<file path="config.mk">
export PLATFORM = sky130hd
export DESIGN_NAME = bus_master_port
export DESIGN_NICKNAME = d
export VERILOG_FILES = /design/src/rtl/bus_master_port.sv
export SDC_FILE = /design/constraint.sdc
export NUM_CORES = 1
export LEC_CHECK = 0
export BUFFER_PORTS_ARGS = -buffer_cell sky130_fd_sc_hd__buf_4
export CAP_MARGIN = 20
export CORE_MARGIN = 4
export CORE_UTILIZATION = 54
export CTS_CLUSTER_SIZE = 24
export DETAILED_ROUTE_END_ITERATION = 8
export PLACE_DENSITY = 0.88
export SLEW_MARGIN = 20
export SYNTH_ARGS = -nofsm -noshare
export SYNTH_HDL_FRONTEND = slang
export SYNTH_SLANG_ARGS = --single-unit
</file>
<file path="constraint.sdc">
create_clock -name clk -period 4.5 [get_ports clk]
set_input_delay 0.9 -clock clk [delete_from_list [all_inputs] [get_ports clk]]
set_output_delay 0.9 -clock clk [all_outputs]
set_load 0.02 [all_outputs]
</file>
<file path="src/rtl/bus_master_port.sv">
// Requester-side agent for the arbitrated bus: takes one local command, requests the bus,
// runs a single address/data transfer while granted, releases the bus and reports status.
module bus_master_port #(
  parameter int AddrWidth     = 16,
  parameter int DataWidth     = 16,
  parameter int GrantTimeout  = 255,
  parameter int TargetTimeout = 255
) (
  input  logic                 clk,
  input  logic                 Reset,
  input  logic                 req_valid,
  output logic                 req_ready,
  input  logic                 req_write,
  input  logic [AddrWidth-1:0] req_addr,
  input  logic [DataWidth-1:0] req_wdata,
  output logic                 BARQ,
  input  logic                 BAGD,
  output logic                 AddressValid,
  output logic                 DataStrobe,
  input  logic                 TargetReady,
  output logic [AddrWidth-1:0] bus_addr,
  output logic                 bus_we,
  output logic [DataWidth-1:0] bus_wdata,
  input  logic [DataWidth-1:0] bus_rdata,
  output logic                 rsp_valid,
  output logic [DataWidth-1:0] rsp_rdata,
  output logic [7:0]           Error,
  output logic [2:0]           fsm_state
);

  typedef enum logic [2:0] {
    IDLE = 3'd0,
    REQ  = 3'd1,
    ADDR = 3'd2,
    DATA = 3'd3,
    DONE = 3'd4
  } state_t;

  localparam int MaxTimeout = (GrantTimeout > TargetTimeout) ? GrantTimeout : TargetTimeout;
  localparam int CntWidth   = $clog2(MaxTimeout + 1);
  localparam logic [CntWidth-1:0] GrantLast  = CntWidth'(GrantTimeout - 1);
  localparam logic [CntWidth-1:0] TargetLast = CntWidth'(TargetTimeout - 1);

  state_t                 state;
  logic [CntWidth-1:0]    cnt;
  logic [AddrWidth-1:0]   lat_addr;
  logic                   lat_we;
  logic [DataWidth-1:0]   lat_wdata;
  logic                   to_done;
  logic [7:0]             done_code;
  logic                   capture;

  assign fsm_state = state;

  // Every exit towards DONE, with the status it leaves behind. Grant loss is tested first
  // so it beats both TargetReady and the timeout in the same cycle.
  always_comb begin
    to_done   = 1'b0;
    done_code = 8'h00;
    capture   = 1'b0;
    case (state)
      REQ: begin
        if (!BAGD && cnt == GrantLast) begin
          to_done   = 1'b1;
          done_code = 8'h01;
        end
      end
      ADDR: begin
        if (!BAGD) begin
          to_done   = 1'b1;
          done_code = 8'h03;
        end
      end
      DATA: begin
        if (!BAGD) begin
          to_done   = 1'b1;
          done_code = 8'h03;
        end else if (TargetReady) begin
          to_done = 1'b1;
          capture = !lat_we;
        end else if (cnt == TargetLast) begin
          to_done   = 1'b1;
          done_code = 8'h02;
        end
      end
      default: ;
    endcase
  end

  // Command handshake: a command transfers on a rising edge where req_valid && req_ready;
  // req_ready is high only in IDLE and does not depend on req_valid.
  always_ff @(posedge clk) begin
    if (Reset) begin
      state        <= IDLE;
      cnt          <= '0;
      req_ready    <= 1'b1;
      BARQ         <= 1'b0;
      AddressValid <= 1'b0;
      DataStrobe   <= 1'b0;
      bus_addr     <= '0;
      bus_we       <= 1'b0;
      bus_wdata    <= '0;
      rsp_valid    <= 1'b0;
      rsp_rdata    <= '0;
      Error        <= 8'h00;
      lat_addr     <= '0;
      lat_we       <= 1'b0;
      lat_wdata    <= '0;
    end else if (to_done) begin
      state        <= DONE;
      cnt          <= '0;
      BARQ         <= 1'b0;
      AddressValid <= 1'b0;
      DataStrobe   <= 1'b0;
      bus_addr     <= '0;
      bus_we       <= 1'b0;
      bus_wdata    <= '0;
      rsp_valid    <= 1'b1;
      Error        <= done_code;
      if (capture) rsp_rdata <= bus_rdata;
    end else begin
      rsp_valid <= 1'b0;
      case (state)
        IDLE: begin
          if (req_valid) begin
            state     <= REQ;
            cnt       <= '0;
            req_ready <= 1'b0;
            BARQ      <= 1'b1;
            lat_addr  <= req_addr;
            lat_we    <= req_write;
            lat_wdata <= req_wdata;
            Error     <= 8'h00;
          end
        end
        REQ: begin
          if (BAGD) begin
            state        <= ADDR;
            cnt          <= '0;
            AddressValid <= 1'b1;
            bus_addr     <= lat_addr;
            bus_we       <= lat_we;
            bus_wdata    <= lat_wdata;
          end else begin
            cnt <= cnt + CntWidth'(1);
          end
        end
        ADDR: begin
          state      <= DATA;
          cnt        <= '0;
          DataStrobe <= 1'b1;
        end
        DATA: cnt <= cnt + CntWidth'(1);
        DONE: begin
          state     <= IDLE;
          req_ready <= 1'b1;
        end
        default: begin
          state     <= IDLE;
          req_ready <= 1'b1;
        end
      endcase
    end
  end

endmodule

</file>
==> impl_metrics.toml <==
[cts]
clk_pin_slew_worst_paths_ns = 0.10
clock_latency_ns = 0.36
root_buffer = "clkbuf_8"
postCtsSetupRepairBufs = 0
htreeDepth = 3
numCtsBuffers = 9
ctsLongestPathBuffers = 2
cts_resized = 0
cts.sinks = 100
cts_hold_buf = 0
cts_tree = "done"

[global_route]
grt_max_degree = 56
grt_pass1_vias = 3313
grt_use_met3_pct = 7.47
grtUsageTotal_pct = 22.2
top_usage_layer = "met2"
grt_antenna_before_repair = 0
grt.met2_usage_pct = 37.9
grt_pass1_wl_mm = 15.1
overflow = 0
grtUsageMet1_pct = 25.7

[setup_path]
path_buf_inv = 2
path_max_fanout = 26
rrSetupSlack_ns = 1.98
start_kind = "input pin"
crit_top_cell = "buf_4"
r2r_end = "Error[1]"
crit_required_ns = 4.72
rr_worst_depth = 5
critPathKind = "input pin to flip-flop"
regToRegStartpoint = "fsm_state[0]"
cpLargestDelayFamily = "compound AO/OA/AOI/OAI gates"
cp-end-kind = "flip-flop"
crit_path_cell_trace = "buf_4 > nor2b_4 > nor2_2 > a211o_1 > buf_4 > o32ai_1"
crit_path_max_incr_delay_ns = 0.69
slowest_stage = "a211o_1"
arrival_ns = 2.75

[timing]
fin_crit_sh_pct = 56.1
rsz0062_at_grt = "no"
finClkSkew_ns = 0.00991
drv_slew = 0
setup_viol_count_final = 0
layout_setup_ws_ns = 1.98
worst_pin_slew_ns = 0.850
period_needed_ns = 2.52
hold_viol = 0
finalSetupTns_ns = 0
fmax_mhz = 396
max_slew_margin_pct = 43.2

[detailed_routing]
drtPass1Iterations = 4
drt-initial-drc-count = 195
drc = 0
wl_per_cell_um = 14.6
viasPerCell = 5.22
ant_nets = 0
wirelength_mm = 9.42
num_vias = 3368

[floorplan]
die_y_um = 91.8
rows = 30
ios = 119
dieArea_um2 = 8430
die_w_um = 91.8
floorplan.initialDensity_pct = 55.8
core_um2 = 6790

[layout]
area_growth_pct = 26.2
nNetsFinal = 600
fillers = 513
finish.utilization_pct = 70.4
drive_gt1_share_pct = 25.5
fin_area_um2 = 4790
n_antenna_cell = 0

[worst_hold_path]
whs_path_depth = 2
whs_endpoint = "bus_wdata[0]"
worstHoldStart = "lat_wdata[0]"
hold_class = "flip-flop to flip-flop"

[synthesis]
synthMuxAreaShare_pct = 4.22
synth-xor-area-share_pct = 0.693
synth_edf_count = 0
yosysTopAreaCell = "dfxtp_1"
synth_cell_types = 41
yosysSeqAreaShare_pct = 52.8
synthesis.area_um2 = 3790
synthTopCellsByArea = "dfxtp_1 53%, nand2_1 13%, a21oi_1 9.6%, mux2i_1 4.2%, nor2_1 3.2%"
synth_compound_area_share_pct = 11.8
synth_top_area_share_pct = 52.8
synth_area_per_cell_um2 = 8.46
synth_async_sr_flop_share_pct = 0
synth_top_family_by_area = "simple AND/OR/NAND/NOR gates"
synth_fa_ha_area_share_pct = 0.660
yosysWarnings = 0
syn_inst = 448
synthFlopType = "dfxtp_1"
yosysMostFrequentCell = "nand2_1"
netlist_top_cells_count = "133 x nand2_1, 100 x dfxtp_1, 73 x a21oi_1, 32 x nor2_1, 16 x mux2i_1"
ys_ff_latch = 100
yosys.area_share.simple_pct = 23.2

[outcome]
status = "completed"

[place]
hpwlAfterDp_mm = 6.46
io_buffers = 112
postPlaceCellArea_um2 = 4580
gp_congestion = 0.895
place_ws_ns = 1.66

[power_and_ir_drop]
total_power_w = 0.00179
max-vdd-ir-drop_uv = 257
leakage_nw = 2.06
power.density_nw_per_um2 = 374

[job]
max-cap-violations = 0
## kinds of logic after synthesis
group,count (synthesis)
other,1
adders and majority gates,2
xor gates and xnor gates,3
and+or+nand+nor,202
buffers and inverters,40
DFF,100
muxes,16
AOI/OAI and AO/OA,84
## registers in the layout (all words and copies together), names as in the netlist, 2 cells and up
| register | flops |
|---|---|
| lat_addr | 16 |
| rsp_rdata | 16 |
| Error | 2 |
| bus_wdata | 16 |
| fsm_state | 3 |
| bus_addr | 16 |
| lat_wdata | 16 |
| cnt | 8 |
## worst max-delay path by stage
| stage | from | end | slack (ns) | cells past startpoint |
|---|---|---|---|---|
| floorplan | BAGD | bus_addr[10] | 2.44 | 7 |
| global placement | BAGD | Error[1] | 1.71 | 6 |
| detailed placement | BAGD | Error[1] | 1.66 | 6 |
| CTS | fsm_state[0] | Error[1] | 2.01 | 5 |
| global route | fsm_state[0] | Error[0] | 1.77 | 5 |
| finish | BAGD | Error[1] | 1.98 | 6 |
## final cells by class
| type | instances | area [µm²] | area share [%] |
|---|---|---|---|
| clock buffer | 9 | 124 | 2.59 |
| clock inverter | 7 | 81.3 | 1.70 |
| inverter | 5 | 18.8 | 0.392 |
| multi-input combinational | 313 | 1570 | 32.8 |
| sequential | 100 | 2000 | 41.8 |
| tap | 96 | 120 | 2.51 |
| timing repair buffer | 115 | 871 | 18.2 |
## through the flow
stage	hold slack, ns	std cells
5_1_grt	0.478	645
4_1_cts	0.458	645
3_5_place_dp	0.442	629
3_3_place_gp	0.436	628
2_1_floorplan	0.430	453
6_report	0.456	645
## metal layers
| layer | wire, µm | part of all wire, % | vias up |
|---|---|---|---|
| met4 | 201 | 2.1 | 0 |
| met2 | 4630 | 49 | 137 |
| met3 | 829 | 8.8 | 21 |
| li1 | - | - | 1647 |
| met5 | 0 | 0 | - |
| met1 | 3760 | 40 | 1563 |
## tightest hold or removal path, stage by stage, from the launching register on
cell and delay (ns):
dfxtp_1 0.32, nand2_1 0.05, a21oi_1 0.05
## power breakdown
group | internal, W | switching, W | leakage (nW)
logic | 0.0000948 | 0.000153 | 1.15
clock network | 0.000266 | 0.000317 | 0.0997
registers | 0.000927 | 0.0000316 | 0.812
## cells in the final DEF, fill, tap and decap left out, drive strengths merged, types with 3 or more instances in the layout
| cell | synthesis | layout |
|---|---|---|
| a21oi | 73 | 73 |
| buf | 26 | 115 |
| clkbuf | 9 | 9 |
| conb | 1 | 6 |
| dfxtp | 100 | 100 |
| inv | 5 | 8 |
| mux2i | 16 | 16 |
| nand2 | 133 | 133 |
| nand2b | 3 | 3 |
| nand3 | 6 | 6 |
| nand3b | 3 | 3 |
| nor2 | 34 | 34 |
| nor3 | 10 | 10 |
| xor2 | 3 | 3 |
(Power assumes the default switching activity.)
